`src/rtl/matmul_pkg.sv`:
```
// rtl/matmul_pkg.sv - shared types, default geometry and width helper for the matmul sequencer
package matmul_pkg;

  typedef enum logic [2:0] {
    S_IDLE,
    S_FEED,
    S_DRAIN,
    S_WB,
    S_DONE
  } state_t;

  localparam int DEF_N1    = 4;
  localparam int DEF_N2    = 4;
  localparam int DEF_M     = 8;
  localparam int TILES_R   = DEF_M / DEF_N1;
  localparam int TILES_C   = DEF_M / DEF_N2;
  localparam int DRAIN_LEN = DEF_N1 + DEF_N2 - 1;

  // Single-value counters still need a 1-bit register.
  function automatic int clog2_min1(input int x);
    return (x > 1) ? $clog2(x) : 1;
  endfunction

endpackage

```
`src/rtl/matmul_sequencer_wrap_counter.sv`:
```
// rtl/matmul_sequencer_wrap_counter.sv - up-counter 0..MAX that wraps to 0 after MAX
module wrap_counter
  import matmul_pkg::*;
#(
  parameter int  MAX = 1,
  localparam int W   = clog2_min1(MAX + 1)
) (
  input  logic         clk,
  input  logic         rst,
  input  logic         clr,
  input  logic         en,
  output logic [W-1:0] cnt,
  output logic         last
);

  assign last = (cnt == W'(MAX));

  always_ff @(posedge clk) begin
    if (rst || clr) begin
      cnt <= '0;
    end else if (en) begin
      cnt <= last ? '0 : cnt + W'(1);
    end
  end

endmodule

```
`src/rtl/matmul_sequencer.sv`:
```
// rtl/matmul_sequencer.sv - tile scheduler for an N1xN2 systolic array computing an MxM product
module matmul_sequencer
  import matmul_pkg::*;
#(
  parameter int  N1  = DEF_N1,
  parameter int  N2  = DEF_N2,
  parameter int  M   = DEF_M,
  localparam int KW  = $clog2(M),
  localparam int TRW = clog2_min1(M / N1),
  localparam int TCW = clog2_min1(M / N2),
  localparam int AW  = $clog2(M * M / N1),
  localparam int BW  = $clog2(M * M / N2),
  localparam int RW  = clog2_min1(N1)
) (
  input  logic           clk,
  input  logic           rst,
  input  logic           start,
  input  logic           wr_ready,
  output logic           busy,
  output logic           done,
  output logic           feed_valid,
  output logic           acc_clear,
  output logic [KW-1:0]  k_idx,
  output logic [TRW-1:0] tile_row,
  output logic [TCW-1:0] tile_col,
  output logic [AW-1:0]  rd_addr_A,
  output logic [BW-1:0]  rd_addr_B,
  output logic           wr_valid,
  output logic [RW-1:0]  wr_row,
  output logic [BW-1:0]  wr_addr
);

  localparam int DRAIN_MAX = N1 + N2 - 2;

  state_t state_q, state_d;

  logic in_idle;
  logic k_last, drain_last, row_last, col_last, trow_last;
  logic accept, tile_step;
  logic [clog2_min1(DRAIN_MAX + 1)-1:0] unused_drain_cnt;

  assign in_idle   = (state_q == S_IDLE);
  assign accept    = (state_q == S_WB) && wr_ready;
  assign tile_step = accept && row_last;

  wrap_counter #(.MAX(M - 1)) u_k (
    .clk(clk), .rst(rst), .clr(in_idle), .en(state_q == S_FEED),
    .cnt(k_idx), .last(k_last)
  );

  wrap_counter #(.MAX(DRAIN_MAX)) u_drain (
    .clk(clk), .rst(rst), .clr(in_idle), .en(state_q == S_DRAIN),
    .cnt(unused_drain_cnt), .last(drain_last)
  );

  wrap_counter #(.MAX(N1 - 1)) u_row (
    .clk(clk), .rst(rst), .clr(in_idle), .en(accept),
    .cnt(wr_row), .last(row_last)
  );

  // Column-inner tile walk: the row index only moves when the column wraps.
  wrap_counter #(.MAX(M / N2 - 1)) u_tcol (
    .clk(clk), .rst(rst), .clr(in_idle), .en(tile_step),
    .cnt(tile_col), .last(col_last)
  );

  wrap_counter #(.MAX(M / N1 - 1)) u_trow (
    .clk(clk), .rst(rst), .clr(in_idle), .en(tile_step && col_last),
    .cnt(tile_row), .last(trow_last)
  );

  always_ff @(posedge clk) begin
    if (rst) begin
      state_q <= S_IDLE;
    end else begin
      state_q <= state_d;
    end
  end

  always_comb begin
    state_d    = state_q;
    busy       = !in_idle;
    done       = 1'b0;
    feed_valid = 1'b0;
    acc_clear  = 1'b0;
    wr_valid   = 1'b0;
    case (state_q)
      S_IDLE: if (start) state_d = S_FEED;
      S_FEED: begin
        feed_valid = 1'b1;
        acc_clear  = (k_idx == '0);
        if (k_last) state_d = S_DRAIN;
      end
      S_DRAIN: if (drain_last) state_d = S_WB;
      S_WB: begin
        wr_valid = 1'b1;
        if (tile_step) state_d = (col_last && trow_last) ? S_DONE : S_FEED;
      end
      S_DONE: begin
        done    = 1'b1;
        state_d = S_IDLE;
      end
      default: state_d = S_IDLE;
    endcase
  end

  // All multipliers are powers of two, so these reduce to shifts and adds.
  assign rd_addr_A = AW'(32'(k_idx) + 32'(tile_row) * 32'(M));
  assign rd_addr_B = BW'(32'(k_idx) + 32'(tile_col) * 32'(M));
  assign wr_addr   = BW'((32'(tile_row) * 32'(N1) + 32'(wr_row)) * 32'(M / N2) + 32'(tile_col));

endmodule

```
`config.mk`:
```
export PLATFORM = sky130hd
export DESIGN_NAME = matmul_sequencer
export DESIGN_NICKNAME = d
export VERILOG_FILES = /design/src/rtl/matmul_pkg.sv /design/src/rtl/matmul_sequencer_wrap_counter.sv /design/src/rtl/matmul_sequencer.sv
export SDC_FILE = /design/constraint.sdc
export NUM_CORES = 1
export LEC_CHECK = 0
export CORE_AREA = 2 2 47 49
export CTS_CLUSTER_DIAMETER = 200
export DETAILED_ROUTE_END_ITERATION = 8
export DIE_AREA = 0 0 49 51
export MAX_ROUTING_LAYER = met4
export PLACE_DENSITY = 0.79
export SYNTH_ARGS = -nofsm -noshare
export SYNTH_HDL_FRONTEND = slang
export SYNTH_SLANG_ARGS = --single-unit
```
`constraint.sdc`:
```
create_clock -name clk -period 1.7 [get_ports clk]
set_clock_uncertainty 0.1 [all_clocks]
set_input_delay 0.255 -clock clk [delete_from_list [all_inputs] [get_ports clk]]
set_output_delay 0.255 -clock clk [all_outputs]
set_load 0.02 [all_outputs]
```
==> results of run 1 <==
registers in the layout, indices dropped and copies added, names as in the netlist:
name / cells
u_k.cnt: 3
u_drain.cnt: 3
u_tcol.cnt: 1
u_row.cnt: 2
u_trow.cnt: 1
state_q: 3
metrics by stage:
stage	setup slack, ns	TNS (ns)	utilization	instance area, sq um	std cells
detailed placement	-0.0120	-0.0120	0.493	1020	131
global route	0.000703	0	0.516	1060	135
floorplan	0.161	0	-	798	86
CTS	0.0000945	0	0.502	1040	135
global placement	0.0168	0	0.493	1020	131
finish	0.0526	0	0.516	1060	135
layout make-up:
| cell class | count | area share |
|---|---|---|
| sequential | 13 | 0.247 |
| timing repair buffer | 33 | 0.314 |
| multi-input combinational | 54 | 0.371 |
| inverter | 3 | 0.0106 |
| clock buffer | 4 | 0.0247 |
| tap | 28 | 0.0329 |
repair_timing:
| action | CTS | global route |
|---|---|---|
| hold buffers | 0 | 0 |
| endpoints found under the setup margin | 12 | 14 |
| gates resized for setup | 14 | 13 |
worst max-delay path by stage:
stage	slack, ns	startpoint	endpoint
3_3_place_gp	0.02	state_q[0]	acc_clear
4_1_cts	0.00009	u_k.cnt[2]	k_idx[2]
2_1_floorplan	0.16	state_q[0]	acc_clear
6_report	0.05	state_q[2]	acc_clear
3_5_place_dp	-0.01	state_q[0]	acc_clear
5_1_grt	0.0007	state_q[2]	done
kinds of logic after synthesis:
logic type | count (synthesis)
buf+inv | 19
compound gates | 15
fa+ha+maj | 4
mux | 4
simple gates | 31
flops | 13
layout by cell type (no fill, tap or decap):
cell type	synthesis	routed
nor3b_4	2	2
dlymetal6s2s_1	0	10
nand4b_4	1	1
buf_4	13	6
and3b_1	2	2
a21oi_1	7	7
dfxtp_1	13	11
a31oi_1	1	1
nand3_1	1	1
clkdlybuf4s15_2	0	2
or2_2	1	1
nand3b_1	2	2
dlygate4sd2_1	0	7
clkdlybuf4s50_1	0	7
clkbuf_4	0	3
mux2i_1	4	4
nand2b_1	2	2
nand4_1	1	1
nor3_1	2	2
a311oi_1	1	1
nor4_1	1	1
a21oi_2	1	1
nor3b_1	1	1
a211oi_1	1	1
nor2_1	7	7
ha_1	4	4
nand2_1	4	4
o21ai_0	3	3
dfxtp_2	0	2
inv_1	3	3
o211a_1	1	1
or3_1	4	4
clkdlybuf4s15_1	0	1
clkbuf_1	0	1
routing by layer:
| metal | wire length [um] | GRT usage |
|---|---|---|
| met1 | 712 | 0.148 |
| met2 | 674 | 0.215 |
| met3 | 64 | 0.0175 |
| met4 | 27 | 0.0714 |
| met5 | 0 | - |
worst reg2reg max path, cell delays in order (launching register included):
cell      delay (ns)
dfxtp_1         0.36
buf_4           0.18
nand4b_4        0.21
or3_1           0.39
a21oi_2         0.13
report_power, final:
| group | internal, uW | total, uW | switching (uW) |
|---|---|---|---|
| sequential | 307 | 309 | 2.32 |
| clock | 91.1 | 193 | 102 |
| combinational | 31.3 | 64.2 | 33.0 |
==> impl_metrics.tcl, run 1 <==
set metrics [dict create \
    status "finished clean" \
    core_region_area_sq_um 2060 \
    drt-total-wl_um 1480 \
    drt_iter0_markers 3 \
    min-delay-path-class "flop to flop" \
    required_ns 1.34 \
    yosysTopAreaCell "dfxtp_1" \
    cts_setup_buffers 0 \
    grt_pass1_vias 581 \
    cp-end-kind "primary output" \
    fin_crit_sh 0.969 \
    critPathMaxFanout 5 \
    yosysWarnings 0 \
    regArea_sq_um 263 \
    synth.distinct_cells 27 \
    timing.fmax_mhz 607 \
    r2r.worst_path.cells 4 \
    grt_max_degree 11 \
    rsz0062_at_grt "false" \
    worst_slew_pin_slew_ns 0.416 \
    whs_path_depth 2 \
    dieArea_sq_um 2500 \
    min_period_ns 1.65 \
    worst_hold_slack_ns 0.408 \
    synth_top_family_by_area "simple AND/OR/NAND/NOR gates" \
    critPathBufInv 1 \
    wl_per_cell_um 11.0 \
    vias 622 \
    clk_pin_slew_worst_paths_ns 0.08 \
    hpwlAfterDp_um 1100 \
    cts_buffers 3 \
    cts_tree "done" \
    pin_count 28 \
    synth_top_area_share 0.326 \
    drive_gt1_frac 0.168 \
    overflow 0 \
    r2r_slack_ns 0.26 \
    htreeDepth 1 \
    yosys_register_bits 13 \
    netlist_area_sq_um 798 \
    drtAntennaViolNets 0 \
    total_power_uw 567 \
    async_flop_share 0 \
    p_per_area_nw_per_um2 532 \
    clk_path_buf_depth 2 \
    slowest_stage "dfxtp_1" \
    die_x_um 49 \
    leakagePower_uw 0.000641 \
    root_buffer "clkbuf_4" \
    grt_pass1_wl_um 2410 \
    cp_num_cells 3 \
    yosys_most_used_dff "dfxtp_1" \
    reg2reg_from "state_q[2]" \
    dr.pass1.iters 4 \
    synth_compound_area_frac 0.114 \
    crit_arrival_ns 1.29 \
    startpoint_type "flop" \
    synthSimpleGateAreaFrac 0.268 \
    worstSkewPairLatency_ns 0.28 \
    die_height_um 51 \
    synth_fa_ha_area_frac 0.0627 \
    nets 116 \
    final_hold_viol_count 0 \
    synthToLayoutAreaGrowth_pct 33.4 \
    finalSetupViolations 0 \
    vdd_drop_max_mv 0.362 \
    via_per_inst 4.61 \
    gp_congestion 0.729 \
    track_usage 0.128 \
    antenna_cells 0 \
    crit_chain "nor3b_4 > and3b_1 > clkdlybuf4s15_2" \
    antenna_found_initial 0 \
    min_to "u_row.cnt[0]" \
    hold_start "u_row.cnt[0]" \
    multi_input_area_sq_um 395 \
    port_buffers 27 \
    netlist_instances 86 \
    netlist_top_cells_area "dfxtp_1 (33%), buf_4 (12%), ha_1 (6.3%), mux2i_1 (5.0%), nor3b_4 (4.7%)" \
    slowest_delay_ns 0.36 \
    synth.area.mux_share 0.0502 \
    synth_edf_count 0 \
    clock_sinks 13 \
    crit_type "flop to primary output" \
    slew_headroom 0.723 \
    n_fill_cell 217 \
    synth_xor_area_frac 0 \
    drv_slew 0 \
    avgSynthCellArea_sq_um 9.28 \
    row_count 17 \
    maxCapViolations 0 \
    initial_core_util 0.387 \
    synth_commonest_cells "buf_4 (13), dfxtp_1 (13), a21oi_1 (7), nor2_1 (7)" \
    ys_seq_area_frac 0.326 \
    r2r_end "u_trow.cnt" \
    route.detailed.drc 0 \
    synth_nets 94 \
    cp_top_family "simple AND/OR/NAND/NOR gates" \
]
Power figures use the tool's default switching activity.
==> run 2, diff against run 1 <==
Settings changed: SETUP_SLACK_MARGIN from default to 0.2.
==> run 2 against run 1 <==
First-iteration DRC count up 33%. Sequential power about the same. Combinational power up 15%. Hold slack worse by 0.011 ns. Count of clock-buffer cells in the layout unchanged. Maximum frequency up 8.7%. Critical path type unchanged. Largest power group unchanged.
==> impl_metrics.tcl, run 2 (same netlist as run 1, synthesis figures left out) <==
set metrics [dict create \
    cts_tree "done" \
    dr.pass1.iters 4 \
    worst_slew_pin_slew_ns 0.431 \
    vias 664 \
    cts_buffers 3 \
    r2r_slack_ns 0.26 \
    drv_slew 0 \
    drt_iter0_markers 4 \
    r2r.worst_path.cells 6 \
    n_fill_cell 205 \
    critPathLaunch "state_q[1]" \
    root_buffer "clkbuf_4" \
    hpwlAfterDp_um 1170 \
    htreeDepth 1 \
    min_period_ns 1.52 \
    clock_sinks 13 \
    r2r_end "state_q[1]" \
    endpoint "busy" \
    slew_headroom 0.713 \
    final_hold_viol_count 0 \
    reg2reg_from "u_k.cnt[0]" \
    fin_crit_sh 0.892 \
    timing.fmax_mhz 660 \
    gp_congestion 0.745 \
    startpoint_type "flop" \
    critPathMaxFanout 5 \
    layout_common_cells "dlygate4sd2_1 (19), buf_4 (9), nor2_1 (7), a21oi_1 (7), dfxtp_1 (7)" \
    crit_arrival_ns 1.16 \
    status "finished clean" \
    grt_pass1_wl_um 2480 \
    place_ws_ns 0.0201 \
    grt_max_degree 11 \
    drive_gt1_frac 0.291 \
    vdd_drop_max_mv 0.404 \
    leakagePower_uw 0.000537 \
    hold_buffers 0 \
    via_per_inst 4.81 \
    setup_tns_ns 0 \
    largestRegisters "state_q (3), u_drain.cnt (3), u_k.cnt (3)" \
    drtAntennaViolNets 0 \
    core_region_area_sq_um 2060 \
    overflow 0 \
    grt_pass1_vias 598 \
    p_per_area_nw_per_um2 538 \
    nets 119 \
    rsz0062_at_grt "true" \
    die_x_um 49 \
    antenna_found_initial 0 \
    crit_type "flop to primary output" \
    cp-end-kind "primary output" \
    track_usage 0.136 \
    route.detailed.drc 0 \
    pin_count 28 \
    min-delay-path-class "flop to flop" \
    maxCapViolations 0 \
    drt-total-wl_um 1550 \
    clk_path_buf_depth 2 \
    worst_slack_ns 0.184 \
    dieArea_sq_um 2500 \
    synthToLayoutAreaGrowth_pct 32.8 \
    required_ns 1.34 \
    finalSetupViolations 0 \
    wl_per_cell_um 11.2 \
    antenna_cells 0 \
    total_power_uw 570 \
    final_common_cell "dlygate4sd2_1" \
    worstSkewPairLatency_ns 0.27 \
    die_height_um 51 \
    row_count 17 \
    clk_pin_slew_worst_paths_ns 0.08 \
    port_buffers 27 \
    initial_core_util 0.387 \
]
[run 2: layout make-up]
type                    instances  area (sq um)  share of cell area
well taps                      28          35.0              0.0331
multi-input cells              54           409               0.386
flip-flops and latches         13           270               0.255
repair buffers                 36           308               0.290
inverters                       3          11.3              0.0106
clock buffers                   4          26.3              0.0248
[run 2: routing by layer]
| layer | track usage | share of wire | vias to the layer above |
|---|---|---|---|
| li1 | - | - | 336 |
| met1 | 0.142 | 0.46 | 300 |
| met2 | 0.240 | 0.47 | 24 |
| met3 | 0.0234 | 0.048 | 4 |
| met4 | 0.0857 | 0.022 | 0 |
| met5 | - | 0 | - |
[run 2: stage by stage]
step	instances	area [sq um]	hold slack, ns	util
after floorplan	86	801	0.232	-
after global placement	131	1020	0.389	0.494
after detailed placement	131	1020	0.416	0.494
after CTS	136	1040	0.427	0.504
after global routing	138	1060	0.429	0.514
final	138	1060	0.398	0.514
[run 2: worst min-delay path by stage]
stage	slack (ns)	start	depth (start not counted)	end
6_report	0.40	u_row.cnt[0]	2	u_row.cnt[0]
3_3_place_gp	0.39	u_row.cnt[0]	2	u_row.cnt[0]
4_1_cts	0.43	u_tcol.cnt	2	u_tcol.cnt
2_1_floorplan	0.23	rst	1	state_q[1]
5_1_grt	0.43	u_row.cnt[0]	2	u_row.cnt[0]
3_5_place_dp	0.42	u_row.cnt[0]	2	u_row.cnt[0]
[run 2: power by group]
part	total, uW	internal, uW	switching [uW]	leakage, uW
logic	73.6	38.0	35.6	0.000414
registers	309	307	2.62	0.000108
clock network	187	90.9	96.5	0.0000150
[run 2: repair_timing]
item | 4_1_cts | 5_1_grt
gates resized for setup | 42 | 12
endpoints found under the setup margin | 24 | 8
setup buffers | 1 | 2
pin swaps | 1 | 4
[run 2: worst max-delay path, cell delays in order, from the launching register on]
cell and delay [ns]:
dfxtp_2 0.35, or3_4 0.40, buf_6 0.14
==> run 3, diff against run 2 <==
==> constraint.sdc (replaced) <==
create_clock -name clk -period 1.55 [get_ports clk]
set_clock_uncertainty 0.1 [all_clocks]
set_input_delay 0.2325 -clock clk [delete_from_list [all_inputs] [get_ports clk]]
set_output_delay 0.2325 -clock clk [all_outputs]
set_load 0.005 [all_outputs]
==> run 3 against run 2 <==
Sequential power increased by 8.4%. The flow now finishes with violations (negative setup slack). Design area rose by 22%. Highest routed layer unchanged. Setup slack worse by 0.18 ns. Core utilization is 11 points higher. First-iteration DRC count increased to 6.0 times the previous value. Critical endpoint unchanged. Via count increased by 13%. Clock power increased by 14%. Sequential share of layout area is 3.8 points lower. Final cell count is 11% higher. Count of clock-buffer cells in the layout fell by 1. Wire length increased by 33%. Hold slack gained 0.053 ns.
==> impl_metrics.tcl, run 3 (same netlist as run 1, synthesis figures left out) <==
set metrics [dict create \
    total_power_uw 644 \
    whs_path_depth 2 \
    via_per_inst 4.92 \
    p_sw_uw 161 \
    clk_pin_slew_worst_paths_ns 0.09 \
    cts_buffers 3 \
    track_usage 0.169 \
    cpMostUsedCell "buf_6" \
    crit_chain "buf_6 > or3_4 > buf_6" \
    reg2reg_from "state_q[1]" \
    leakagePower_uw 0.000627 \
    grt_pass1_vias 712 \
    r2r_slack_ns 0.12 \
    finalSetupViolations 2 \
    worstSkewPairLatency_ns 0.28 \
    slew_headroom 0.795 \
    clk_path_buf_depth 2 \
    cp_top_family "flip-flops" \
    row_count 17 \
    cts_tree "done" \
    rsz0062_at_grt "true" \
    hpwlAfterDp_um 1230 \
    stdcell_area_sq_um 1290 \
    initial_core_util 0.387 \
    slowest_stage "dfxtp_4" \
    min_to "u_row.cnt[0]" \
    maxCapViolations 0 \
    core_region_area_sq_um 2060 \
    required_ns 1.22 \
    port_buffers 27 \
    largestRegisters "state_q (3), u_drain.cnt (3), u_k.cnt (3)" \
    hold_start "u_row.cnt[0]" \
    drv_slew 0 \
    hold_buffers 0 \
    wl_per_cell_um 13.5 \
    dr.pass1.iters 4 \
    layout_common_cells "dlygate4sd2_1 (16), buf_4 (14), buf_6 (11), nor2_1 (7), dfxtp_2 (7)" \
    dieArea_sq_um 2500 \
    gp_congestion 0.815 \
    route.detailed.drc 0 \
    root_buffer "clkbuf_4" \
    comb_power_share 0.147 \
    min-delay-path-class "flop to flop" \
    htreeDepth 1 \
    worst_slew_pin_slew_ns 0.308 \
    p_per_area_nw_per_um2 498 \
    pwr-share-clk 0.333 \
    fin_crit_sh 1.00 \
    drt-total-wl_um 2060 \
    r2r_end "u_drain.cnt[2]" \
    critPathBufInv 2 \
    drt_iter0_markers 24 \
    crit_type "flop to primary output" \
    wl_met3_um 73 \
    grt_pass1_wl_um 3020 \
    critPathMaxFanout 2 \
    r2r.worst_path.cells 5 \
    fin_util 0.627 \
    overflow 0 \
    vdd_drop_max_mv 0.507 \
    final_common_cell "dlygate4sd2_1" \
    nets 134 \
    clock_sinks 13 \
    routed.top_layer "met4" \
    wl_met1_um 746 \
    timing.fmax_mhz 645 \
    p_int_uw 483 \
    dp.cells 134 \
    drive_gt1_frac 0.496 \
    share_seq_of_total_power 0.520 \
    worst_slack_ns -0.000898 \
    drtAntennaViolNets 0 \
    antenna_found_initial 0 \
    die_height_um 51 \
    antenna_cells 0 \
    vias 752 \
    synthToLayoutAreaGrowth_pct 62.1 \
    dpl_cell_area_sq_um 1040 \
    cp-end-kind "primary output" \
    violations "negative setup slack" \
    die_x_um 49 \
    grt_max_degree 11 \
    pin_count 28 \
    startpoint_type "flop" \
    slowest_delay_ns 0.35 \
    final_hold_viol_count 0 \
    swShare 0.250 \
    crit_arrival_ns 1.22 \
    min_period_ns 1.55 \
    fin_cells 153 \
    status "complete, but fails checks" \
    dr_wl_met2_um 1170 \
    n_fill_cell 206 \
]
## run 3: worst max-delay path by stage
stage	startpoint	endpoint	slack (ns)	depth (start not counted)
6_report	state_q[1]	busy	-0.0009	3
5_1_grt	state_q[1]	acc_clear	-0.05	4
4_1_cts	state_q[1]	busy	-0.06	3
3_5_place_dp	state_q[0]	acc_clear	-0.08	3
3_3_place_gp	state_q[0]	acc_clear	-0.006	3
2_1_floorplan	state_q[1]	u_drain.cnt[2]	0.26	5
## run 3: metal layers
layer | vias up | GRT usage
met5 | - | -
met4 | 0 | 0.138
met3 | 7 | 0.0205
met2 | 27 | 0.317
met1 | 350 | 0.156
li1 | 368 | -
## run 3: repair_timing
| item | 4_1_cts | 5_1_grt |
|---|---|---|
| pin swaps | 4 | 10 |
| buffers inserted | 10 | 4 |
| endpoints found under the setup margin | 36 | 24 |
| resized for setup | 62 | 23 |
| hold endpoints to repair | 0 | 0 |
| gates cloned | 0 | 1 |
## run 3: worst reg2reg max path: stages (launching register included)
cell and delay (ns):
dfxtp_4 0.36, buf_6 0.09, buf_6 0.11, nor3b_4 0.31, a31oi_1 0.13, a311oi_1 0.23
## run 3: cell type report
cell class,count,area [sq um],area share
inverters,3,11.3,0.00870
well taps,28,35.0,0.0271
clock inverters,1,5.00,0.00387
multi-input cells,55,495,0.383
repair buffers,50,444,0.343
clock buffers,3,22.5,0.0174
flip-flops and latches,13,280,0.217
## run 3: through the flow
| step | TNS (ns) | worst slack, ns | hold slack, ns |
|---|---|---|---|
| global placement | -0.00793 | -0.00614 | 0.397 |
| global route | -0.0791 | -0.0549 | 0.479 |
| detailed placement | -0.0969 | -0.0762 | 0.420 |
| floorplan | 0 | 0.256 | 0.209 |
| CTS | -0.0657 | -0.0582 | 0.440 |
| finish | -0.00121 | -0.000898 | 0.451 |
## run 3: power by group through the flow
stage	logic (uW)	clock network [uW]	registers, uW
2_1_floorplan	36.1	0	347
3_3_place_gp	68.3	0	347
5_1_grt	102	231	336
6_report	94.5	214	335
3_5_place_dp	69.8	0	347
4_1_cts	75.1	216	334
